==> config.mk <==
export PLATFORM = sky130hd
export DESIGN_NAME = regfile_mp
export DESIGN_NICKNAME = d
export VERILOG_FILES = /design/src/rtl/regfile_pkg.sv /design/src/rtl/regfile_scoreboard.sv /design/src/rtl/regfile_mp.sv
export SDC_FILE = /design/constraint.sdc
export NUM_CORES = 2
export LEC_CHECK = 0
export ABC_CLOCK_PERIOD_IN_PS = 5950
export BUFFER_PORTS_ARGS = -buffer_cell sky130_fd_sc_hd__buf_4
export CORE_MARGIN = 2
export CORE_UTILIZATION = 55
export CTS_CLUSTER_DIAMETER = 120
export CTS_CLUSTER_SIZE = 8
export DETAILED_ROUTE_END_ITERATION = 8
export PLACE_DENSITY = 0.83
export SETUP_SLACK_MARGIN = 0.4
export SKIP_CTS_REPAIR_TIMING = 1
export SLEW_MARGIN = 30
export SYNTH_ARGS = -nofsm -noshare
export SYNTH_HDL_FRONTEND = slang
export SYNTH_SLANG_ARGS = --single-unit
==> constraint.sdc <==
create_clock -name clk -period 5.95 [get_ports clk]
set_clock_uncertainty 0.2 [all_clocks]
set_input_delay 0.2975 -clock clk [delete_from_list [all_inputs] [get_ports clk]]
set_output_delay 0.2975 -clock clk [all_outputs]
set_load 0.02 [all_outputs]
==> src/rtl/regfile_pkg.sv <==
// regfile_pkg: default geometry of the integer register file, plus the register
// index type shared with decode and issue.
//   DEF_XLEN / DEF_NREGS / DEF_NRD / DEF_NWR : default parameter values
//   reg_idx_t                                : architectural register index
package regfile_pkg;
  localparam int DEF_XLEN  = 64;
  localparam int DEF_NREGS = 32;
  localparam int DEF_NRD   = 2;
  localparam int DEF_NWR   = 1;
  localparam int DEF_AW    = $clog2(DEF_NREGS);

  typedef logic [DEF_AW-1:0] reg_idx_t;
endpackage

==> src/rtl/regfile_scoreboard.sv <==
// regfile_scoreboard: per-register busy bitmap that tracks in-flight producers.
// Priority per register r >= 1: flush clears, then a new issue sets,
// then a writeback clears, otherwise the bit holds. Bit 0 is always 0.
// Ports:
//   clk, rst          : clock, synchronous active-high reset
//   wr_en, wr_addr    : writeback strobes / destinations (NWR ports)
//   iss_valid, iss_rd : issuing instruction and its destination
//   flush             : clear all busy bits
//   busy_vec          : registered busy bitmap
module regfile_scoreboard
  import regfile_pkg::*;
#(
  parameter int NREGS = DEF_NREGS,
  parameter int NWR   = DEF_NWR,
  parameter int AW    = $clog2(NREGS)
) (
  input  logic                clk,
  input  logic                rst,
  input  logic [NWR-1:0]      wr_en,
  input  logic [NWR*AW-1:0]   wr_addr,
  input  logic                iss_valid,
  input  logic [AW-1:0]       iss_rd,
  input  logic                flush,
  output logic [NREGS-1:0]    busy_vec
);

  logic [NREGS-1:0] wb_hit;
  logic [NREGS-1:0] busy_nxt;

  // Out-of-range or zero indices never match r in 1..NREGS-1, so they are ignored.
  always_comb begin
    wb_hit = '0;
    for (int r = 1; r < NREGS; r++)
      for (int p = 0; p < NWR; p++)
        if (wr_en[p] && wr_addr[p*AW +: AW] == AW'(r))
          wb_hit[r] = 1'b1;
  end

  always_comb begin
    busy_nxt = '0;
    for (int r = 1; r < NREGS; r++) begin
      if (flush)
        busy_nxt[r] = 1'b0;
      else if (iss_valid && iss_rd == AW'(r))
        busy_nxt[r] = 1'b1;   // new producer beats a same-cycle writeback
      else if (wb_hit[r])
        busy_nxt[r] = 1'b0;
      else
        busy_nxt[r] = busy_vec[r];
    end
  end

  always_ff @(posedge clk) begin
    if (rst) busy_vec <= '0;
    else     busy_vec <= busy_nxt;
  end

endmodule

==> src/rtl/regfile_mp.sv <==
// regfile_mp: multi-port integer register file with RAW scoreboard.
// x0 is hardwired zero; indices >= NREGS read as zero and ignore writes.
// Optional feature macro: REGFILE_BYPASS_EN -- same-cycle write data is
// forwarded to matching read ports and their busy indication is cleared
// (unless the same register is being re-issued this cycle).
// Ports:
//   clk, rst                    : clock, synchronous active-high reset
//   rd_addr / rd_data / rd_busy : NRD combinational read ports
//   wr_en / wr_addr / wr_data   : NWR synchronous write ports
//   iss_valid, iss_rd           : issue of an instruction with a destination
//   flush                       : clear all busy bits
//   busy_vec                    : registered busy bitmap
//   wr_conflict                 : pulse, two ports wrote the same register last cycle
module regfile_mp
  import regfile_pkg::*;
#(
  parameter int XLEN  = DEF_XLEN,
  parameter int NREGS = DEF_NREGS,
  parameter int NRD   = DEF_NRD,
  parameter int NWR   = DEF_NWR
) (
  input  logic                          clk,
  input  logic                          rst,
  input  logic [NRD*$clog2(NREGS)-1:0]  rd_addr,
  output logic [NRD*XLEN-1:0]           rd_data,
  output logic [NRD-1:0]                rd_busy,
  input  logic [NWR-1:0]                wr_en,
  input  logic [NWR*$clog2(NREGS)-1:0]  wr_addr,
  input  logic [NWR*XLEN-1:0]           wr_data,
  input  logic                          iss_valid,
  input  logic [$clog2(NREGS)-1:0]      iss_rd,
  input  logic                          flush,
  output logic [NREGS-1:0]              busy_vec,
  output logic                          wr_conflict
);

  localparam int AW = $clog2(NREGS);

  logic [XLEN-1:0] regs [NREGS];
  logic            conflict_c;

  // Non-zero and inside the implemented register range.
  function automatic logic idx_ok(input logic [AW-1:0] a);
    return (a != '0) && ({1'b0, a} < (AW+1)'(NREGS));
  endfunction

  // Storage: ascending port loop makes the highest-index port win.
  always_ff @(posedge clk) begin
    if (rst) begin
      for (int r = 0; r < NREGS; r++) regs[r] <= '0;
    end else begin
      for (int r = 1; r < NREGS; r++)
        for (int p = 0; p < NWR; p++)
          if (wr_en[p] && wr_addr[p*AW +: AW] == AW'(r))
            regs[r] <= wr_data[p*XLEN +: XLEN];
    end
  end

  always_comb begin
    conflict_c = 1'b0;
    for (int p = 0; p < NWR; p++)
      for (int q = p + 1; q < NWR; q++)
        if (wr_en[p] && wr_en[q] && idx_ok(wr_addr[p*AW +: AW]) &&
            wr_addr[p*AW +: AW] == wr_addr[q*AW +: AW])
          conflict_c = 1'b1;
  end

  always_ff @(posedge clk) begin
    if (rst) wr_conflict <= 1'b0;
    else     wr_conflict <= conflict_c;
  end

  regfile_scoreboard #(.NREGS(NREGS), .NWR(NWR), .AW(AW)) u_sb (
    .clk       (clk),
    .rst       (rst),
    .wr_en     (wr_en),
    .wr_addr   (wr_addr),
    .iss_valid (iss_valid),
    .iss_rd    (iss_rd),
    .flush     (flush),
    .busy_vec  (busy_vec)
  );

  genvar k;
  generate
    for (k = 0; k < NRD; k++) begin : g_rd
      logic [AW-1:0]   ra;
      logic [XLEN-1:0] data;
      logic            busy;

      always_comb begin
        ra   = rd_addr[k*AW +: AW];
        data = '0;
        busy = 1'b0;
        if (idx_ok(ra)) begin
          data = regs[ra];
          busy = busy_vec[ra];
`ifdef REGFILE_BYPASS_EN
          for (int p = 0; p < NWR; p++)
            if (wr_en[p] && wr_addr[p*AW +: AW] == ra) begin
              data = wr_data[p*XLEN +: XLEN];
              busy = iss_valid && (iss_rd == ra);
            end
`endif
        end
      end

      assign rd_data[k*XLEN +: XLEN] = data;
      assign rd_busy[k]              = busy;
    end
  endgenerate

endmodule
==> impl_metrics.tcl <==
set metrics [dict create \
    outcome "finished, violations left" \
    violations "design-rule violations, negative hold slack" \
    ys_types 32 \
    path_buf_inv 4 \
    peakVddDrop_mv 0.3380 \
    worstSetupPathType "in2out" \
    path_delay_family "buffers and inverters" \
    max_freq_mhz 222.2 \
    num_vias 74799 \
    synth-seq-cells 2015 \
    grt.overflow.total 0 \
    syn_area_um2 99310 \
    mostFrequentLayoutCell "edfxtp_1" \
    numClockSinks 2015 \
    start_kind "input pin" \
    dieArea_um2 184000 \
    die_h_um 428.9 \
    ios 252 \
    final_cell_mix "edfxtp_1 (1984), mux2i_1 (1291), nor2_1 (1138)" \
    relSlewSlack_pct 24.33 \
    gpl.final_weighted_congestion 0.9017 \
    synth_edf_count 1984 \
    antenna_found_initial 9 \
    wire_per_inst_um 35.72 \
    tns_ns 0 \
    drcViolationCount 18 \
    rsz0062_at_grt "false" \
    ctsRootBufferMaster "clkbuf_16" \
    whs_path_depth 3 \
    cts.htree.levels 5 \
    tightest_slew_ns 1.135 \
    slowest_stage "buf_4" \
    core.rowCount 155 \
    hold_path.class "in2reg" \
    track_usage_pct 36.77 \
    slowest_delay_ns 0.86 \
    finalNetCount 7539 \
    dp.cells 9456 \
    leakagePower_nw 40.62 \
    drv_cap 0 \
    die_x_um 428.9 \
    crit_path_end_kind "primary output" \
    cts_buffer_depth 4 \
    drive_gt1_share_pct 17.83 \
    wirelength_mm 351.0 \
    drt_iter0_markers 13683 \
    place.detailed.hpwl_mm 189.8 \
    first_pass_iters 9 \
    grt_pass1_vias 74290 \
    ant_nets 0 \
    power_density_nw_per_um2 329.6 \
    synthCells 7417 \
    required_ns 5.45 \
    place_area_um2 103000 \
    ys.flop_type "edfxtp_1" \
    via_per_inst 7.611 \
    period_minus_slack_ns 4.501 \
    setup_violations 0 \
    ys_warn_count 0 \
    path_cells "buf_8 -> buf_12 -> buf_4 -> mux2i_1 -> o22ai_1 -> nor3_1 -> nor3_1 -> buf_4" \
    core_um2 179000 \
    stdcell_count 9828 \
    start_util_pct 55.48 \
    finalCritPeriodShare_pct 75.65 \
    postSynthAreaPerCell_um2 13.39 \
    worst_hold_slack_ns -0.04308 \
    grt_max_degree 142 \
    final_hold_viol_count 105 \
    clk-insertion-delay-late_ns 0.92 \
    path_clk_slew_ns 0.05 \
    numCtsBuffers 302 \
    grt_pass1_wl_mm 493.7 \
    crit_cells 8 \
    cp.arrival_ns 4.00 \
    io_buffers 249 \
    ys_seq_area_share_pct 60.62 \
    postSynth.asyncResetShare_pct 0 \
    syn2layout_area_growth_pct 12.13 \
    cp_max_fo 111 \
    final_max_slew_viol_count 0 \
    cts_tree "yes" \
    r2r_cells 4 \
    finalInstanceArea_um2 111400 \
]
synth_stat cells, drive strengths merged, types with 2 or more instances:
cell       n  area share [%]
a221oi   256             2.3
a22oi     25            0.19
a32oi      8           0.071
and2       3           0.019
and3       2           0.013
buf      352             2.0
clkbuf   406             1.5
dfxtp     31            0.62
edfxtp  1984              60
inv       64            0.24
mux2     293             3.3
mux2i   1291              13
mux4     201             4.6
nand2     42            0.16
nand2b   107            0.67
nor2    1138             4.3
nor2b     12           0.076
nor3     457             2.3
nor4       8           0.050
o21ai     23            0.12
o22ai    680             4.3
or2        5           0.031
or3       23            0.14
state kept, by name (all words and copies together), names as in the netlist:
name	flops
u_sb.busy_vec	31
regs	1984
layout make-up:
class | count | area, µm²
inverter | 64 | 240.2
fill | 12224 | 67650
timing repair buffer | 486 | 4269
clock buffer | 319 | 7749
clock inverter | 5 | 47.55
sequential | 2015 | 60200
antenna | 3 | 7.507
multi-input combinational | 4581 | 35890
tap | 2355 | 2947
per-layer routing:
layer / routed length [µm] / GRT usage, % / vias up
met2: 155200 / 56.62 / 8052
li1: - / - / 28649
met5: 170 / 0 / -
met3: 55680 / 11.72 / 2311
met1: 105400 / 42.51 / 35765
met4: 34630 / 29.36 / 22
where the power goes:
part	internal (W)	switching, W
Sequential	0.0167	0.000538
Clock	0.00904	0.00583
Combinational	0.00163	0.00298
Total	0.0273	0.00935
worst paths after layout:
path / startpoint / end / slack [ns]
worst min register to register: u_sb.busy_vec[13] / u_sb.busy_vec[13] / 0.41
worst max-delay path: rd_addr[0] / rd_data[36] / 1.45
worst max register to register: u_sb.busy_vec[27] / u_sb.busy_vec[27] / 3.80
worst min-delay path: wr_data[3] / regs[17][3] / -0.04
worst register-to-register path: cells and delay by family, from the launching register on:
family / cells / cell delay, ns
compound gates: 1 / 0.24
buf+inv: 2 / 1.19
flops: 1 / 0.36
simple gates: 1 / 0.04
metrics by stage:
stage	setup slack [ns]	utilization [%]	hold WS, ns	total power [W]
2_1_floorplan	2.999	-	0.3764	0.02005
3_3_place_gp	1.692	57.45	0.3656	0.02155
3_5_place_dp	1.645	57.54	0.3658	0.02178
4_1_cts	1.530	61.90	-0.4859	0.03631
5_1_grt	1.392	62.20	0.006319	0.03728
6_report	1.449	62.21	-0.04308	0.03670
cell families after synthesis:
kind of cell           Yosys count  share of synthesized area (%)
AOI/OAI and AO/OA              994                          6.932
buffers and inverters          822                          3.758
DFF                           2015                          60.62
muxes                         1785                          20.89
other                            1                       0.003776
and+or+nand+nor               1800                          7.795
Power figures use the tool's default switching activity.
